===== config.mk =====
export PLATFORM = sky130hd
export DESIGN_NAME = regfile_wb_arbiter_flat
export DESIGN_NICKNAME = d
export VERILOG_FILES = /design/src/rtl/regfile_wb_arbiter_if.sv /design/src/rtl/regfile_wb_arbiter.sv /design/src/flat_wrapper.sv
export SDC_FILE = /design/constraint.sdc
export NUM_CORES = 1
export LEC_CHECK = 0
export CAP_MARGIN = 20
export CORE_UTILIZATION = 45
export DETAILED_ROUTE_END_ITERATION = 7
export PLACE_DENSITY_LB_ADDON = 0.05
export SLEW_MARGIN = 30
export SYNTH_ARGS = -nofsm -noshare
export SYNTH_HDL_FRONTEND = slang
export SYNTH_SLANG_ARGS = --single-unit

===== constraint.sdc =====
create_clock -name clk -period 2.57 [get_ports clk]
set_input_delay 0.514 -clock clk [delete_from_list [all_inputs] [get_ports clk]]
set_output_delay 0.514 -clock clk [all_outputs]
set_load 0.02 [all_outputs]

===== src/rtl/regfile_wb_arbiter_if.sv =====
// ----------------------------------------------------------------------------
// regfile_wb_arbiter_if
//   Groups the signals between the two writeback sources, the decode stage and
//   the register-file write port.
//
//   ALU source     : alu_valid, alu_addr[4:0], alu_data[15:0] -> alu_ready
//   Load source    : mem_valid, mem_addr[4:0], mem_data[15:0] -> mem_ready
//   Decode stage   : rR1_addr, rR2_addr -> r1_pending, r2_pending
//   Register file  : write_en, wR_addr[4:0], write_data[15:0]
//
//   master : the surrounding pipeline (drives requests and read addresses)
//   slave  : the arbiter (drives handshakes, pending flags and the write port)
// ----------------------------------------------------------------------------
interface regfile_wb_arbiter_if;
    logic        alu_valid;
    logic [4:0]  alu_addr;
    logic [15:0] alu_data;
    logic        alu_ready;

    logic        mem_valid;
    logic [4:0]  mem_addr;
    logic [15:0] mem_data;
    logic        mem_ready;

    logic [4:0]  rR1_addr;
    logic [4:0]  rR2_addr;
    logic        r1_pending;
    logic        r2_pending;

    logic        write_en;
    logic [4:0]  wR_addr;
    logic [15:0] write_data;

    modport master (
        output alu_valid, alu_addr, alu_data,
        input  alu_ready,
        output mem_valid, mem_addr, mem_data,
        input  mem_ready,
        output rR1_addr, rR2_addr,
        input  r1_pending, r2_pending,
        input  write_en, wR_addr, write_data
    );

    modport slave (
        input  alu_valid, alu_addr, alu_data,
        output alu_ready,
        input  mem_valid, mem_addr, mem_data,
        output mem_ready,
        input  rR1_addr, rR2_addr,
        output r1_pending, r2_pending,
        output write_en, wR_addr, write_data
    );
endinterface


===== src/rtl/regfile_wb_arbiter.sv =====
// ----------------------------------------------------------------------------
// regfile_wb_arbiter
//   Shares the single write port of the 32x16 register file between the ALU
//   writeback (priority, unbuffered) and the load writeback (buffered in a
//   small FIFO). The write port is driven from a registered output stage.
//   A starvation counter forces one FIFO entry out after STARVE_LIMIT cycles
//   of the head being passed over. ALU writes to a register that still has a
//   buffered load are held off so same-register writes stay in order.
//
// Ports
//   clk    : clock, rising edge
//   reset  : asynchronous, active-low
//   wb     : regfile_wb_arbiter_if.slave (ALU/load requests, decode read
//            addresses and pending flags, register-file write port)
//
// Parameters
//   FIFO_DEPTH   : load-writeback buffer entries (power of 2, >= 2)
//   STARVE_LIMIT : cycles the FIFO head may wait before a forced drain (>= 1)
//
// Optional build macro
//   REGFILE_WB_R0_DISCARD_EN : writes to register 0 are accepted but dropped;
//   register 0 never shows as pending and never blocks the ALU.
// ----------------------------------------------------------------------------
module regfile_wb_arbiter #(
    parameter int FIFO_DEPTH   = 4,
    parameter int STARVE_LIMIT = 8
) (
    input  logic                  clk,
    input  logic                  reset,
    regfile_wb_arbiter_if.slave   wb
);

`ifdef REGFILE_WB_R0_DISCARD_EN
    localparam bit R0_DISCARD = 1'b1;
`else
    localparam bit R0_DISCARD = 1'b0;
`endif

    localparam int PTR_W  = $clog2(FIFO_DEPTH);
    localparam int CNT_W  = $clog2(FIFO_DEPTH + 1);
    localparam int WAIT_W = (STARVE_LIMIT > 1) ? $clog2(STARVE_LIMIT) : 1;

    localparam logic [CNT_W-1:0]  FULL_CNT  = CNT_W'(FIFO_DEPTH);
    localparam logic [WAIT_W-1:0] WAIT_LAST = WAIT_W'(STARVE_LIMIT - 1);

    typedef enum logic {
        NORMAL = 1'b0,
        DRAIN  = 1'b1
    } state_t;

    // An address that participates in writes, hazards and pending checks.
    function automatic logic addr_live(input logic [4:0] a);
        return !(R0_DISCARD && (a == 5'd0));
    endfunction

    state_t              state, state_nxt;
    logic [WAIT_W-1:0]   wait_cnt, wait_nxt;

    logic [4:0]          fifo_addr [FIFO_DEPTH];
    logic [15:0]         fifo_data [FIFO_DEPTH];
    logic [FIFO_DEPTH-1:0] entry_vld;
    logic [PTR_W-1:0]    rd_ptr, wr_ptr;
    logic [CNT_W-1:0]    count;

    logic                full, empty;
    logic                push, pop;
    logic                alu_rdy, alu_issue;
    logic                alu_hit, r1_hit, r2_hit;

    logic                vld_p1;
    logic [4:0]          addr_p1;
    logic [15:0]         data_p1;

    assign full  = (count == FULL_CNT);
    assign empty = (count == '0);

    // Ready comes from the registered occupancy only, so a pop in the same
    // cycle does not open the slot until the next cycle.
    assign wb.mem_ready = !full;
    assign push         = wb.mem_valid && !full && addr_live(wb.mem_addr);

    // Address compares against every buffered entry.
    always_comb begin
        alu_hit = 1'b0;
        r1_hit  = 1'b0;
        r2_hit  = 1'b0;
        for (int i = 0; i < FIFO_DEPTH; i++) begin
            if (entry_vld[i]) begin
                if (fifo_addr[i] == wb.alu_addr) alu_hit = 1'b1;
                if (fifo_addr[i] == wb.rR1_addr) r1_hit  = 1'b1;
                if (fifo_addr[i] == wb.rR2_addr) r2_hit  = 1'b1;
            end
        end
    end

    assign wb.r1_pending = addr_live(wb.rR1_addr) &&
                           (r1_hit || (vld_p1 && (addr_p1 == wb.rR1_addr)));
    assign wb.r2_pending = addr_live(wb.rR2_addr) &&
                           (r2_hit || (vld_p1 && (addr_p1 == wb.rR2_addr)));

    // Arbitration FSM: ALU wins the output stage in NORMAL; DRAIN forces one
    // FIFO entry out after the head has been passed over too long.
    always_comb begin
        state_nxt = state;
        wait_nxt  = wait_cnt;
        alu_rdy   = 1'b0;
        alu_issue = 1'b0;
        pop       = 1'b0;
        case (state)
            NORMAL: begin
                alu_rdy   = !(alu_hit && addr_live(wb.alu_addr));
                // A discarded register-0 write leaves the output stage free.
                alu_issue = wb.alu_valid && alu_rdy && addr_live(wb.alu_addr);
                pop       = !empty && !alu_issue;
                if (pop || empty) begin
                    wait_nxt = '0;
                end else if (wait_cnt == WAIT_LAST) begin
                    state_nxt = DRAIN;
                    wait_nxt  = '0;
                end else begin
                    wait_nxt = wait_cnt + 1'b1;
                end
            end
            DRAIN: begin
                pop       = !empty;
                wait_nxt  = '0;
                state_nxt = NORMAL;
            end
            default: begin
                state_nxt = NORMAL;
                wait_nxt  = '0;
            end
        endcase
    end

    assign wb.alu_ready = alu_rdy;

    always_ff @(posedge clk or negedge reset) begin
        if (!reset) begin
            state    <= NORMAL;
            wait_cnt <= '0;
        end else begin
            state    <= state_nxt;
            wait_cnt <= wait_nxt;
        end
    end

    // FIFO control; pointers wrap naturally since FIFO_DEPTH is a power of 2.
    // A simultaneous push and pop never hit the same slot (push needs !full,
    // pop needs !empty).
    always_ff @(posedge clk or negedge reset) begin
        if (!reset) begin
            rd_ptr    <= '0;
            wr_ptr    <= '0;
            count     <= '0;
            entry_vld <= '0;
        end else begin
            if (pop) begin
                rd_ptr            <= rd_ptr + 1'b1;
                entry_vld[rd_ptr] <= 1'b0;
            end
            if (push) begin
                wr_ptr            <= wr_ptr + 1'b1;
                entry_vld[wr_ptr] <= 1'b1;
            end
            case ({push, pop})
                2'b10:   count <= count + 1'b1;
                2'b01:   count <= count - 1'b1;
                default: count <= count;
            endcase
        end
    end

    always_ff @(posedge clk) begin
        if (push) begin
            fifo_addr[wr_ptr] <= wb.mem_addr;
            fifo_data[wr_ptr] <= wb.mem_data;
        end
    end

    // ---- stage p1: registered register-file write port ----
    always_ff @(posedge clk or negedge reset) begin
        if (!reset) begin
            vld_p1  <= 1'b0;
            addr_p1 <= '0;
            data_p1 <= '0;
        end else begin
            vld_p1 <= alu_issue || pop;
            if (alu_issue) begin
                addr_p1 <= wb.alu_addr;
                data_p1 <= wb.alu_data;
            end else if (pop) begin
                addr_p1 <= fifo_addr[rd_ptr];
                data_p1 <= fifo_data[rd_ptr];
            end
        end
    end

    assign wb.write_en   = vld_p1;
    assign wb.wR_addr    = addr_p1;
    assign wb.write_data = data_p1;

endmodule


===== src/flat_wrapper.sv =====
// flat-port wrapper written by rule: the top's interface ports become plain ports
module regfile_wb_arbiter_flat 
#(
    parameter int FIFO_DEPTH   = 4,
    parameter int STARVE_LIMIT = 8
)
  (clk, reset, wb_alu_valid, wb_alu_addr, wb_alu_data, wb_alu_ready, wb_mem_valid, wb_mem_addr, wb_mem_data, wb_mem_ready, wb_rR1_addr, wb_rR2_addr, wb_r1_pending, wb_r2_pending, wb_write_en, wb_wR_addr, wb_write_data);
  regfile_wb_arbiter_if wb_i ();
  input  logic clk;
  input  logic reset;
  input wire logic [$bits(wb_i.alu_valid)-1:0] wb_alu_valid;
  input wire logic [$bits(wb_i.alu_addr)-1:0] wb_alu_addr;
  input wire logic [$bits(wb_i.alu_data)-1:0] wb_alu_data;
  output wire logic [$bits(wb_i.alu_ready)-1:0] wb_alu_ready;
  input wire logic [$bits(wb_i.mem_valid)-1:0] wb_mem_valid;
  input wire logic [$bits(wb_i.mem_addr)-1:0] wb_mem_addr;
  input wire logic [$bits(wb_i.mem_data)-1:0] wb_mem_data;
  output wire logic [$bits(wb_i.mem_ready)-1:0] wb_mem_ready;
  input wire logic [$bits(wb_i.rR1_addr)-1:0] wb_rR1_addr;
  input wire logic [$bits(wb_i.rR2_addr)-1:0] wb_rR2_addr;
  output wire logic [$bits(wb_i.r1_pending)-1:0] wb_r1_pending;
  output wire logic [$bits(wb_i.r2_pending)-1:0] wb_r2_pending;
  output wire logic [$bits(wb_i.write_en)-1:0] wb_write_en;
  output wire logic [$bits(wb_i.wR_addr)-1:0] wb_wR_addr;
  output wire logic [$bits(wb_i.write_data)-1:0] wb_write_data;
  assign wb_i.alu_valid = wb_alu_valid;
  assign wb_i.alu_addr = wb_alu_addr;
  assign wb_i.alu_data = wb_alu_data;
  assign wb_alu_ready = wb_i.alu_ready;
  assign wb_i.mem_valid = wb_mem_valid;
  assign wb_i.mem_addr = wb_mem_addr;
  assign wb_i.mem_data = wb_mem_data;
  assign wb_mem_ready = wb_i.mem_ready;
  assign wb_i.rR1_addr = wb_rR1_addr;
  assign wb_i.rR2_addr = wb_rR2_addr;
  assign wb_r1_pending = wb_i.r1_pending;
  assign wb_r2_pending = wb_i.r2_pending;
  assign wb_write_en = wb_i.write_en;
  assign wb_wR_addr = wb_i.wR_addr;
  assign wb_write_data = wb_i.write_data;
  regfile_wb_arbiter #(.FIFO_DEPTH(FIFO_DEPTH), .STARVE_LIMIT(STARVE_LIMIT)) u_core (.clk(clk), .reset(reset), .wb(wb_i));
endmodule

==> insert_results.sql <==
INSERT INTO impl_metrics (metric_group, metric, value, unit) VALUES
('clocking', 'cts.reportedPaths.clkPinSlew', '0.05', 'ns'),
('worst_hold_path', 'min_path_cells', '1', ''),
('finish', 'fin_nets', '622', ''),
('detailed_routing', 'number_of_antenna_violating_nets_in_the_routed_design', '0', ''),
('die', 'die-area', '13580', 'um2'),
('die', 'number_of_standard_cell_rows_in_the_floorplan', '41', ''),
('clocking', 'cts-buffers-inserted', '17', ''),
('global_routing', 'grt_first_pass_wirelength', '20.60', 'mm'),
('timing', 'timing.final.hold_violations', '0', ''),
('setup_path', 'start_kind', 'register', ''),
('finish', 'drive_above_1_share', '0.2650', ''),
('global_routing', 'grt_max_degree', '31', ''),
('finish', 'area.growth.synth_to_final', '33.69', '%'),
('timing', 'rsz0062_at_grt', 'true', ''),
('setup_path', 'criticalPathCategory', 'reg -> out', ''),
('detailed_routing', 'wirelength_met1', '6.038', 'mm'),
('clocking', 'cts_sinks', '121', ''),
('timing', 'final-setup-viol-count', '0', ''),
('clocking', 'cts-root-to-sink-buffers', '2', ''),
('clocking', 'clock_latency', '0.41', 'ns'),
('detailed_routing', 'route.detailed.drc', '0', ''),
('timing', 'fmax', '0.4045', 'GHz'),
('timing', 'relSlewSlack', '0.7275', ''),
('logic_synthesis', 'syn-instance-count', '423', ''),
('finish', 'n_antenna_cell', '0', ''),
('logic_synthesis', 'netlist.top_cell.by_area', 'edfxtp_1', ''),
('setup_path', 'r2r-end', 'u_core.count[2]', ''),
('detailed_routing', 'wl_met2', '6.647', 'mm'),
('detailed_routing', 'drt-vias-per-instance', '5.088', ''),
('setup_path', 'required', '2.06', 'ns'),
('setup_path', 'worst-r2r-setup-slack', '0.13', 'ns'),
('logic_synthesis', 'synth.top_cells.by_area', 'edfxtp_1 43%, dfrtp_1 16%, xor2_1 8.6%', ''),
('logic_synthesis', 'netlist.area_leader.share', '0.4274', ''),
('logic_synthesis', 'synth_edf_count', '84', ''),
('timing', 'layout_worst_path_cycle_share', '0.9619', ''),
('die', 'die_width', '116.5', 'um'),
('power', 'power.ir.vdd_worst', '760.7', 'uV'),
('die', 'floorplan.core_area', '12720', 'um2'),
('worst_hold_path', 'min-delay-path-class', 'reg -> reg', ''),
('placed_design', 'place.port_buffers', '81', ''),
('power', 'totalPowerFinal', '8.539', 'mW'),
('finish', 'n_fill_cell', '1016', ''),
('logic_synthesis', 'syn_avg_cell_area', '13.95', 'um2'),
('flow_run', 'number_of_maximum_capacitance_violations', '0', ''),
('logic_synthesis', 'yosys_warnings', '0', ''),
('die', 'die-height', '116.5', 'um'),
('die', 'start_util', '0.4639', ''),
('clocking', 'tritoncts', 'built', ''),
('worst_hold_path', 'hold_end', 'u_core.wait_cnt[0]', ''),
('detailed_routing', 'wl_per_cell', '18.30', 'um'),
('setup_path', 'critPathCaptureType', 'output pin', ''),
('timing', 'min_period', '2.472', 'ns'),
('die', 'io_pins', '82', ''),
('clocking', 'cts_root_buf', 'clkbuf_16', ''),
('detailed_routing', 'routed-via-count', '3755', ''),
('placed_design', 'place_congestion', '0.9113', ''),
('power', 'p_leak', '3.170', 'nW'),
('global_routing', 'grt_use_total', '0.2151', ''),
('setup_path', 'worst-r2r-cell-count', '11', ''),
('logic_synthesis', 'ys_seq_elements', '121', ''),
('global_routing', 'antenna_found_initial', '0', ''),
('timing', 'timing.final.max_slew_violations', '0', ''),
('logic_synthesis', 'netlist-cell-type-count', '38', ''),
('logic_synthesis', 'synth_flop_cell', 'edfxtp_1', ''),
('timing', 'clock_skew', '0.008206', 'ns'),
('finish', 'post-route-util', '0.6202', ''),
('status', 'run_status', 'finished, final reports clean', ''),
('timing', 'tightest_slew', '0.3984', 'ns'),
('setup_path', 'timing.critical_path.arrival', '1.96', 'ns'),
('global_routing', 'grt_pass1_vias', '3810', ''),
('setup_path', 'crit-reg2reg-launch', 'u_core.fifo_addr[3][3]', '');
==> final cells by class <==
type / instances / area [um2] / share of cell area
Tap cell: 172 / 215.2 / 0.02728
Sequential cell: 121 / 3450 / 0.4372
Clock buffer: 18 / 439.2 / 0.05566
Multi-Input combinational cell: 266 / 2344 / 0.2970
Clock inverter: 13 / 145.1 / 0.01840
Inverter: 9 / 33.78 / 0.004282
Timing Repair Buffer: 139 / 1264 / 0.1602
==> worst max-delay path: stages (launching register included) <==
cell and delay [ns]:
edfxtp_1 0.49, buf_4 0.18, xor2_1 0.15, nor4_1 0.34
nand3_1 0.12, nand4_1 0.12, buf_4 0.15
==> report_power, final <==
| part | internal, mW | switching, mW |
|---|---|---|
| logic | 1.62 | 1.53 |
| registers | 2.67 | 0.423 |
| clock network | 1.45 | 0.846 |
==> cells in the mapped netlist (all sizes together) (2+ instances only) <==
master   instances
a2bb2oi          4
a31oi            2
and2             2
and3             9
buf             13
clkbuf          14
dfrtp           37
edfxtp          84
ha              11
inv              9
mux2            21
mux4            21
nand2           73
nand3           12
nand4            4
nor2             6
nor4            15
xnor2           16
xor2            58
==> layout by cell type, fill, tap and decap left out, drive strengths merged, types with 2 or more instances in the layout <==
cell type      instances
a2bb2oi                4
a31oi                  2
and2                   2
and3                   9
buf                   61
bufinv                 2
clkbuf                18
clkdlybuf4s50         66
clkinv                 3
clkinvlp               6
dfrtp                 37
dlygate4sd2            9
dlymetal6s2s           2
edfxtp                84
ha                    11
inv                   11
mux2                  21
mux4                  21
nand2                 73
nand3                 12
nand4                  4
nor2                   6
nor4                  15
xnor2                 16
xor2                  58
==> layer usage <==
layer,up-vias,GRT usage
li1,1787,-
met1,1862,0.2768
met2,95,0.3527
met3,11,0.05916
met4,0,0.07009
met5,-,0
==> through the flow <==
stage          area [um2]  std cells  setup WS (ns)  hold WS, ns  TNS [ns]
2_1_floorplan        5927        423       -0.02175       0.2184  -0.02175
3_3_place_gp         7148        692        -0.5190       0.4287    -4.446
3_5_place_dp         7148        692        -0.5879       0.4382    -6.315
4_1_cts              7731        724       -0.04369       0.4456  -0.04369
5_1_grt              7890        738       -0.01553       0.4704  -0.02182
6_report             7890        738        0.09802       0.4481         0
==> worst max path at each step <==
stage	from	endpoint	slack, ns	cells past startpoint
after floorplan	wb_alu_addr[0]	u_core.count[2]	-0.02	12
after global placement	wb_alu_addr[0]	u_core.count[2]	-0.52	12
after detailed placement	wb_alu_addr[0]	u_core.count[2]	-0.59	12
after CTS	u_core.fifo_addr[0][0]	wb_alu_ready	-0.04	7
after global routing	u_core.fifo_addr[3][3]	wb_r2_pending	-0.02	7
final	u_core.fifo_addr[3][1]	wb_r1_pending	0.1	6
==> registers in the layout, summed over array words and instances, names as in the netlist <==
name / cells
u_core.count: 3
u_core.fifo_data: 64
u_core.rd_ptr: 2
u_core.wr_ptr: 2
u_core.state: 1
u_core.wb.write_data: 16
u_core.fifo_addr: 20
u_core.wait_cnt: 3
u_core.wb.wR_addr: 5
u_core.entry_vld: 4
u_core.wb.write_en: 1
==> repair_timing <==
item / 4_1_cts / 5_1_grt
hold buffers: 1 / 0
pin swaps: 7 / 16
buffers inserted: 0 / 14
endpoints found under the setup margin: 5 / 4
hold endpoints to repair: 5 / 0
resized for setup: 19 / 17
==> kinds of logic (layout without fill, tap and decap cells) <==
family | after synthesis | after routing | share of synthesized area
adders and majority gates | 12 | 12 | 0.02671
and+or+nand+nor | 125 | 125 | 0.1022
buffers and inverters | 36 | 179 | 0.02883
AOI/OAI and AO/OA | 12 | 12 | 0.01738
muxes | 43 | 43 | 0.1308
xor gates and xnor gates | 74 | 74 | 0.1098
DFF | 121 | 121 | 0.5843
Power figures use the tool's default switching activity.
